$ cat src/rtl/conv_pkg.sv
// rtl/conv_pkg.sv - shared phase codes, default geometry and width helpers for the conv datapath
package conv_pkg;

    typedef enum logic [1:0] {
        PH_IDLE  = 2'd0,
        PH_ACCUM = 2'd1,
        PH_FLUSH = 2'd2,
        PH_CLEAR = 2'd3
    } phase_t;

    localparam int DEF_NUM1    = 14;
    localparam int DEF_NUM2    = 5;
    localparam int DEF_CHANNEL = 6;

    // Counter width for a range of n values; never narrower than one bit.
    function automatic int cw(input int n);
        return (n <= 1) ? 1 : $clog2(n);
    endfunction

    // Output row length (and row count) of a valid convolution.
    function automatic int rows_of(input int num1, input int num2);
        return num1 + 1 - num2;
    endfunction

    // Accumulation steps needed to finish one output row.
    function automatic int ksteps_of(input int channel, input int num2);
        return channel * num2;
    endfunction

endpackage

$ cat src/rtl/row_sum_ctrl_if.sv
// rtl/row_sum_ctrl_if.sv - upstream beat and downstream row handshakes of row_sum_ctrl
interface row_sum_ctrl_if;
    logic in_valid;
    logic in_ready;
    logic out_valid;
    logic out_ready;

    modport master (
        output in_valid,
        output out_ready,
        input  in_ready,
        input  out_valid
    );

    modport slave (
        input  in_valid,
        input  out_ready,
        output in_ready,
        output out_valid
    );
endinterface

$ cat src/rtl/wrap_counter.sv
// rtl/wrap_counter.sv - modulo-MOD counter with enable, synchronous clear and terminal flag
module wrap_counter
    import conv_pkg::*;
#(
    parameter  int MOD = 2,
    localparam int W   = cw(MOD)
) (
    input  logic         clk,
    input  logic         rstn,
    input  logic         en,
    input  logic         clr,
    output logic [W-1:0] count,
    output logic         last
);

    assign last = (count == W'(MOD - 1));

    // Clear has priority over counting; the count wraps to zero after MOD-1.
    always_ff @(posedge clk) begin
        if (!rstn) begin
            count <= '0;
        end else if (clr) begin
            count <= '0;
        end else if (en) begin
            count <= last ? '0 : count + W'(1);
        end
    end

endmodule

$ cat src/rtl/row_sum_ctrl.sv
// rtl/row_sum_ctrl.sv - sequencer producing row_sum control indices and row handshakes
module row_sum_ctrl
    import conv_pkg::*;
#(
    parameter  int WORDWIDTH = 32,
    parameter  int NUM1      = DEF_NUM1,
    parameter  int NUM2      = DEF_NUM2,
    parameter  int CHANNEL   = DEF_CHANNEL,
    localparam int ROWS      = rows_of(NUM1, NUM2),
    localparam int KSTEPS    = ksteps_of(CHANNEL, NUM2),
    localparam int C1W       = cw(KSTEPS + 1),
    localparam int C2W       = cw(ROWS)
) (
    input  logic            clk,
    input  logic            rstn,
    input  logic            start,
    output logic            busy,
    output logic            done,
    row_sum_ctrl_if.slave   bus,
    output logic [C1W-1:0]  count1,
    output logic [C2W-1:0]  count2,
    output logic [1:0]      count3,
    output logic [C2W-1:0]  row_idx
);

    if (WORDWIDTH < 1) begin : g_bad_wordwidth
        $error("row_sum_ctrl: WORDWIDTH must be at least 1");
    end

    phase_t state;
    phase_t state_nxt;

    logic start_frame;
    logic beat;
    logic c1_at_end;
    logic c1_is_clear;
    logic c2_last;
    logic row_last;

    assign start_frame = (state == PH_IDLE) && start;
    assign beat        = (state == PH_ACCUM) && bus.in_valid;
    assign c1_at_end   = (count1 == C1W'(KSTEPS - 1));

    // Column index: one step per accepted beat, restarted for every row.
    wrap_counter #(.MOD(ROWS)) u_count2 (
        .clk   (clk),
        .rstn  (rstn),
        .en    (beat),
        .clr   (start_frame || (state == PH_CLEAR)),
        .count (count2),
        .last  (c2_last)
    );

    // Step index: advances on column wrap but parks at KSTEPS-1 for the flush,
    // then steps to KSTEPS on the row handshake to command the buffer clear.
    wrap_counter #(.MOD(KSTEPS + 1)) u_count1 (
        .clk   (clk),
        .rstn  (rstn),
        .en    ((beat && c2_last && !c1_at_end) ||
                ((state == PH_FLUSH) && bus.out_ready)),
        .clr   (start_frame || c1_is_clear),
        .count (count1),
        .last  (c1_is_clear)
    );

    // Output row index: advances once per clear and wraps to 0 after the last row.
    wrap_counter #(.MOD(ROWS)) u_row (
        .clk   (clk),
        .rstn  (rstn),
        .en    (state == PH_CLEAR),
        .clr   (start_frame),
        .count (row_idx),
        .last  (row_last)
    );

    // Phase register; its encoding is the count3 code seen by row_sum.
    always_ff @(posedge clk) begin
        if (!rstn) begin
            state <= PH_IDLE;
        end else begin
            state <= state_nxt;
        end
    end

    // Phase transitions and phase-decoded handshake/status outputs.
    always_comb begin
        state_nxt     = state;
        busy          = (state != PH_IDLE);
        done          = 1'b0;
        bus.in_ready  = 1'b0;
        bus.out_valid = 1'b0;
        count3        = state;
        case (state)
            PH_IDLE: begin
                if (start) begin
                    state_nxt = PH_ACCUM;
                end
            end
            PH_ACCUM: begin
                bus.in_ready = 1'b1;
                if (bus.in_valid && c2_last && c1_at_end) begin
                    state_nxt = PH_FLUSH;
                end
            end
            PH_FLUSH: begin
                bus.out_valid = 1'b1;
                if (bus.out_ready) begin
                    state_nxt = PH_CLEAR;
                end
            end
            PH_CLEAR: begin
                done      = row_last;
                state_nxt = row_last ? PH_IDLE : PH_ACCUM;
            end
            default: begin
                state_nxt = PH_IDLE;
            end
        endcase
    end

endmodule

$ cat src/flat_wrapper.sv
// flat-port wrapper written by rule: the top's interface ports become plain ports
module row_sum_ctrl_flat import conv_pkg::*;
#(
    parameter  int WORDWIDTH = 32,
    parameter  int NUM1      = DEF_NUM1,
    parameter  int NUM2      = DEF_NUM2,
    parameter  int CHANNEL   = DEF_CHANNEL,
    localparam int ROWS      = rows_of(NUM1, NUM2),
    localparam int KSTEPS    = ksteps_of(CHANNEL, NUM2),
    localparam int C1W       = cw(KSTEPS + 1),
    localparam int C2W       = cw(ROWS)
)
  (clk, rstn, start, busy, done, count1, count2, count3, row_idx, bus_in_valid, bus_out_ready, bus_in_ready, bus_out_valid);
  row_sum_ctrl_if bus_i ();
  input  logic clk;
  input  logic rstn;
  input  logic start;
  output logic busy;
  output logic done;
  output logic [C1W-1:0] count1;
  output logic [C2W-1:0] count2;
  output logic [1:0] count3;
  output logic [C2W-1:0] row_idx;
  input wire logic [$bits(bus_i.in_valid)-1:0] bus_in_valid;
  input wire logic [$bits(bus_i.out_ready)-1:0] bus_out_ready;
  output wire logic [$bits(bus_i.in_ready)-1:0] bus_in_ready;
  output wire logic [$bits(bus_i.out_valid)-1:0] bus_out_valid;
  assign bus_i.in_valid = bus_in_valid;
  assign bus_i.out_ready = bus_out_ready;
  assign bus_in_ready = bus_i.in_ready;
  assign bus_out_valid = bus_i.out_valid;
  row_sum_ctrl #(.WORDWIDTH(WORDWIDTH), .NUM1(NUM1), .NUM2(NUM2), .CHANNEL(CHANNEL)) u_core (.clk(clk), .rstn(rstn), .start(start), .busy(busy), .done(done), .bus(bus_i), .count1(count1), .count2(count2), .count3(count3), .row_idx(row_idx));
endmodule
$ cat config.mk
export PLATFORM = sky130hd
export DESIGN_NAME = row_sum_ctrl_flat
export DESIGN_NICKNAME = d
export VERILOG_FILES = /design/src/rtl/conv_pkg.sv /design/src/rtl/row_sum_ctrl_if.sv /design/src/rtl/wrap_counter.sv /design/src/rtl/row_sum_ctrl.sv /design/src/flat_wrapper.sv
export SDC_FILE = /design/constraint.sdc
export NUM_CORES = 1
export LEC_CHECK = 0
export BUFFER_PORTS_ARGS = -buffer_cell sky130_fd_sc_hd__buf_2
export CAP_MARGIN = 20
export CORE_MARGIN = 5
export CORE_UTILIZATION = 35
export CTS_CLUSTER_SIZE = 25
export DETAILED_ROUTE_END_ITERATION = 6
export HOLD_SLACK_MARGIN = 0.05
export PLACE_DENSITY = 0.65
export SLEW_MARGIN = 20
export SYNTH_ARGS = -nofsm -noshare
export SYNTH_HDL_FRONTEND = slang
export SYNTH_SLANG_ARGS = --single-unit
$ cat constraint.sdc
create_clock -name clk -period 2.4 [get_ports clk]
set_input_delay 0.12 -clock clk [delete_from_list [all_inputs] [get_ports clk]]
set_output_delay 0.12 -clock clk [all_outputs]
set_load 0.02 [all_outputs]
* Word-level counts from Yosys, hierarchy flattened
Cells that the tools add are included.
W data, S select, Z words.
** Operators by class
- $mul :: 0
- Shift-type cells :: 0
- Magnitude comparators :: 0
- Div/mod/pow operators :: 0
- Muxes and demuxes :: 11
- Bitwise operators :: 1
- Add/subtract/negate cells :: 3
- Equal/unequal tests :: 10
- Reductions and logical operators :: 17
** Operators by type and width (count)
- $eq A5 B5 Y1 const B :: 2
- $add A4 B1 Y4 const B :: 2
- $eq A4 B4 Y1 const B :: 2
- $mux W4 :: 2
- $pmux W2 S4 :: 1
- $logic_and A1 B1 Y1 :: 7
- $mux W2 :: 3
- $ne A2 B2 Y1 const B :: 3
- $reduce_or A2 Y1 :: 3
- $add A5 B1 Y5 const B :: 1
- $mux W5 :: 1
- $eq A2 B2 Y1 const B :: 2
- $mux W1 :: 4
- $logic_or A1 B1 Y1 :: 3
- $reduce_and A3 Y1 :: 1
- $eq A2 B1 Y1 const B :: 1
- $logic_not A2 Y1 :: 1
- $reduce_bool A2 Y1 :: 1
- $logic_not A1 Y1 :: 1
- $not A1 Y1 :: 1
** Storage, ports and cells
- Bits in read-only memories :: 0
- Bits in registers :: 15
- RAM bits :: 0
- Input bits :: 5
- Logic and storage cells :: 46
- Memories :: 0
- Bits in latches :: 0
- Output and inout bits :: 19

* Depth between registers and ports, before layout
- Depth after elaboration :: 5
- Depth in mapped cells :: 7
- Gate-level depth less buffers :: 6

* Modules after synthesis
From an unflattened synthesis, not the netlist that was laid out.
** Second synthesis, totals
- Cells, all modules :: 108
- Area total of the unflattened synthesis :: 915.9 um2
** By module, submodules not included
- wrap_counter (u_core.u_count2 ...) :: instances 2, cells each 21, area an instance 190.2 um2
- wrap_counter (u_core.u_count1) :: instances 1, cells each 32, area an instance 274.0 um2
- row_sum_ctrl :: instances 1, cells each 34, area an instance 261.5 um2

* Worst setup path after synthesis
No wires, ideal clock.
- Kind :: flip-flop to flip-flop
- Start point :: reg u_core.state[1] (netlist: u_core.count3[1])
- End point :: reg u_core.u_count1.count[4]
- Data required time :: 2.313 ns
- Arrival :: 1.918 ns
- Stages on the path, launching flop included :: 8
- Path slack :: 0.394 ns
- Path buffers :: 1
- Setup time :: 0.087 ns
- Cell sequence :: dfxtp_1 inv_1 ha_1 and3_4 a32o_1 buf_4 a311o_1 o31ai_1
** Between the ends
- Longest elaborated chain between the ends :: 5
** RTL lines
- start: declaration :: RTL line row_sum_ctrl.sv:30 : phase_t state;
- start signal: assignment :: RTL line row_sum_ctrl.sv:81 : state <= state_nxt;
- $eq A2 B1 Y1 :: RTL line row_sum_ctrl.sv:41 : assign beat = (state == PH_ACCUM) && bus.in_valid;
- $logic_and A1 B1 Y1 :: RTL line row_sum_ctrl.sv:41
- $logic_and A1 B1 Y1 (2 in a row) :: RTL line row_sum_ctrl.sv:59 : .en ((beat && c2_last && !c1_at_end) ||
- $logic_or A1 B1 Y1 :: RTL line row_sum_ctrl.sv:59
- end signal: assignment :: RTL line wrap_counter.sv:25 : count <= last ? '0 : count + W'(1);
- end: declaration :: RTL line wrap_counter.sv:12 : output logic [W-1:0] count,
Parallel ways exist; a longest one is shown, timed or not.
A chain may end at the register's enable or synchronous reset.

* Worst setup path in the final report
Same ends and word-level chain as after synthesis.

==> run_results.csv <==
group,metric,value,unit
worst_hold_path,hp-class,"in -> reg",
pwr,powerDensity,730,nW/um2
timing,rsz0062_at_grt,"no",
worst_hold_path,hp-start,"rstn",
timing,slew_violations,0,
routing,dr.pass1.iters,4,
routing,ant_nets,0,
clock_tree,holdBufCountCts,0,
synth,ys_seq_area_share,34.2,%
routing,routedWlPerCell,11.6,um
status,status,"complete, no violations",
pwr,seq_power_share,40.1,%
synth,syn_area,878,um2
setup_path,cp-end-kind,"flip-flop",
timing,fin_crit,1.87,ns
synth,synth_top_area_cell,"dfxtp_1",
setup_path,r2r-end,"u_core.u_count1.count[4]",
pwr,p_sw,0.000303,W
clock_tree,cts_sinks,15,
setup_path,path_max_fanout,9,
global_route,grt_usage,11.5,%
synth,ys_ff_latch,15,
setup_path,critPathLaunchType,"flip-flop",
pwr,power_switching_share,40.1,%
pwr,power,0.000758,W
clock_tree,clk_latency,0.28,ns
global_route,grt_pass1_wl,3200,um
synth,netlist_top_cells_area,"dfxtp_1 (34%), ha_1 (11%), inv_1 (4.3%), nor2_1 (4.3%), nor3b_1 (3.4%)",
synth,syn_nets,115,
timing,skew,0.000800,ns
die,die_h,60.1,um
synth,ys.flop_type,"dfxtp_1",
clock_tree,post_cts_buffers,0,
synth,synth_edf_count,0,
timing,whs,0.122,ns
worst_hold_path,holdPathEnd,"u_core.count3[0]",
place,dp_hpwl,1450,um
global_route,grt_pass1_vias,734,
die,start_util,36.1,%
timing,post-route-period-util,78.0,%
die,core,2430,um2
cells_and_area,nets,141,
flow_run,drv_cap,0,
synth,synth_cell_types,31,
setup_path,r2r_start,"u_core.count3[1]",
setup_path,ff2ff_path_depth,6,
timing,hold_viol,0,
timing,tightestPinTransition,0.336,ns
setup_path,path_class,"reg -> reg",
cells_and_area,area_growth,18.2,%
die,die_w,60.1,um
clock_tree,clock_path_buffers,2,
die,fp-row-count,18,
routing,routed_wl,1830,um
synth,synth_cells,102,
timing,fin_setup_tns,0,ns
timing,setup_violations,0,
setup_path,arrival,2.07,ns
global_route,grt_max_degree,10,
setup_path,r2r_slack,0.53,ns
cells_and_area,fin_util,42.7,%
clock_tree,cts_buffers,3,
pwr,p_clk_share,18.9,%
die,ios,24,
pwr,p_leak,0.457,nW
clock_tree,post_cts_resized,0,
setup_path,crit_start,"u_core.count3[1]",
synth,netlist.area_leader.share,34.2,%
place,portBuffers,23,
worst_hold_path,hold_depth,3,
cells_and_area,antenna_cells,0,
pwr,vdd_drop_max,0.444,mV
routing,vias,770,
routing,drt_iter0_markers,26,
global_route,antenna_found_initial,0,
setup_path,cp.required,2.60,ns
pwr,p_int,0.000454,W
clock_tree,cts.clk_slew.worst_paths,0.09,ns
timing,clock.fmax,0.534,GHz
routing,via_per_inst,4.90,
global_route,grt-ovfl-total,0,
die,die_area,3610,um2
synth,yosys_warnings,0,
cells_and_area,drive_above_1_share,24.4,%
pwr,pwr-share-comb,41.0,%
synth,async_flop_share,0,%
cells_and_area,fillers,258,
clock_tree,cts_root_buf,"clkbuf_4",
clock_tree,cts_tree,"built",
timing,slew_headroom,77.6,%
place,gp_congestion,0.792,
clock_tree,h-tree-depth,1,
synth,avgSynthCellArea,8.61,um2
routing,drc_errors,0,
cells in the mapped netlist (2+ instances only):
cell	count
mux2i_1	2
o21ai_0	5
nand2_1	7
and2_1	2
a21oi_1	5
xor2_1	3
dfxtp_1	15
a211oi_1	3
inv_1	10
nor2_1	10
nor3b_1	4
ha_1	8
nor3_1	3
xnor2_1	2
nand3_1	3
a31o_2	2
nor2b_1	4
power by group through the flow:
stage	clock (W)	sequential [W]	combinational [W]
2_1_floorplan	0	0.000331	0.000218
3_3_place_gp	0	0.000307	0.000310
3_5_place_dp	0	0.000310	0.000313
4_1_cts	0.000147	0.000304	0.000314
5_1_grt	0.000158	0.000308	0.000350
6_report	0.000144	0.000304	0.000310
metal layers:
layer	up-vias	GRT usage [%]	part of all wire [%]
met5	-	0	0
met4	0	4.75	1.6
met3	4	1.51	5.0
met2	15	19.4	49
met1	349	14.6	45
li1	402	-	-
cell type report:
type	instances	area (um2)	share of cell area, %
clock buffer	4	26.3	2.53
timing repair buffer	23	115	11.1
tap	30	37.5	3.61
multi-input combinational	75	522	50.2
sequential	15	300	28.9
inverter	10	37.5	3.61
worst max path at each step:
stage / to / slack (ns) / cells past startpoint
after floorplan: u_core.u_count1.count[4] / 0.39 / 7
final: u_core.u_count1.count[4] / 0.53 / 6
after CTS: u_core.u_count1.count[4] / 0.54 / 6
after detailed placement: u_core.u_count1.count[4] / 0.56 / 6
after global routing: u_core.u_count1.count[4] / 0.40 / 6
after global placement: u_core.u_count1.count[4] / 0.64 / 6
per-stage QoR:
| step | area, um2 | std cells | setup WS [ns] |
|---|---|---|---|
| 2_1_floorplan | 878 | 102 | 0.394 |
| 3_3_place_gp | 1010 | 153 | 0.639 |
| 3_5_place_dp | 1010 | 153 | 0.564 |
| 4_1_cts | 1040 | 157 | 0.543 |
| 5_1_grt | 1040 | 157 | 0.404 |
| 6_report | 1040 | 157 | 0.528 |
state kept, by name, summed over array words and instances (netlist names):
name / flops
u_core.u_row.count: 4
u_core.u_count2.count: 4
u_core.count3: 2
u_core.u_count1.count: 5
cell families after synthesis:
logic type	after synthesis	share of synthesized area, %
simple gates	37	21.9
buf+inv	12	6.41
flops	15	34.2
compound gates	23	18.8
mux	2	2.28
xor+xnor	5	4.99
fa+ha+maj	8	11.4
worst max-delay path, cell delays in order, from the launching register on:
cell and delay, ns:
dfxtp_1 0.42, inv_1 0.11, ha_1 0.25, and3_4 0.20, a32o_1 0.36, a311o_1 0.39
o31ai_1 0.06
cell usage in the layout (no fill, tap or decap):
cell type  instances
mux2i_1            2
or2_2              1
nand4_1            1
nor2b_1            4
xnor2_1            2
nor3b_1            4
clkbuf_1           1
nand3b_1           1
o21ai_0            5
a21o_1             1
and2_1             2
o22ai_1            1
nand2_1            7
nor2_1            10
inv_1             10
o31ai_1            1
a21bo_1            1
a31o_4             1
xor2_1             3
dfxtp_1           15
a21oi_1            5
buf_2             23
a31o_2             2
a31oi_1            1
nor3_1             3
and3_4             1
a211oi_1           3
clkbuf_4           3
ha_1               8
nand3_1            3
a32o_1             1
a311o_1            1
(Power assumes the default switching activity.)
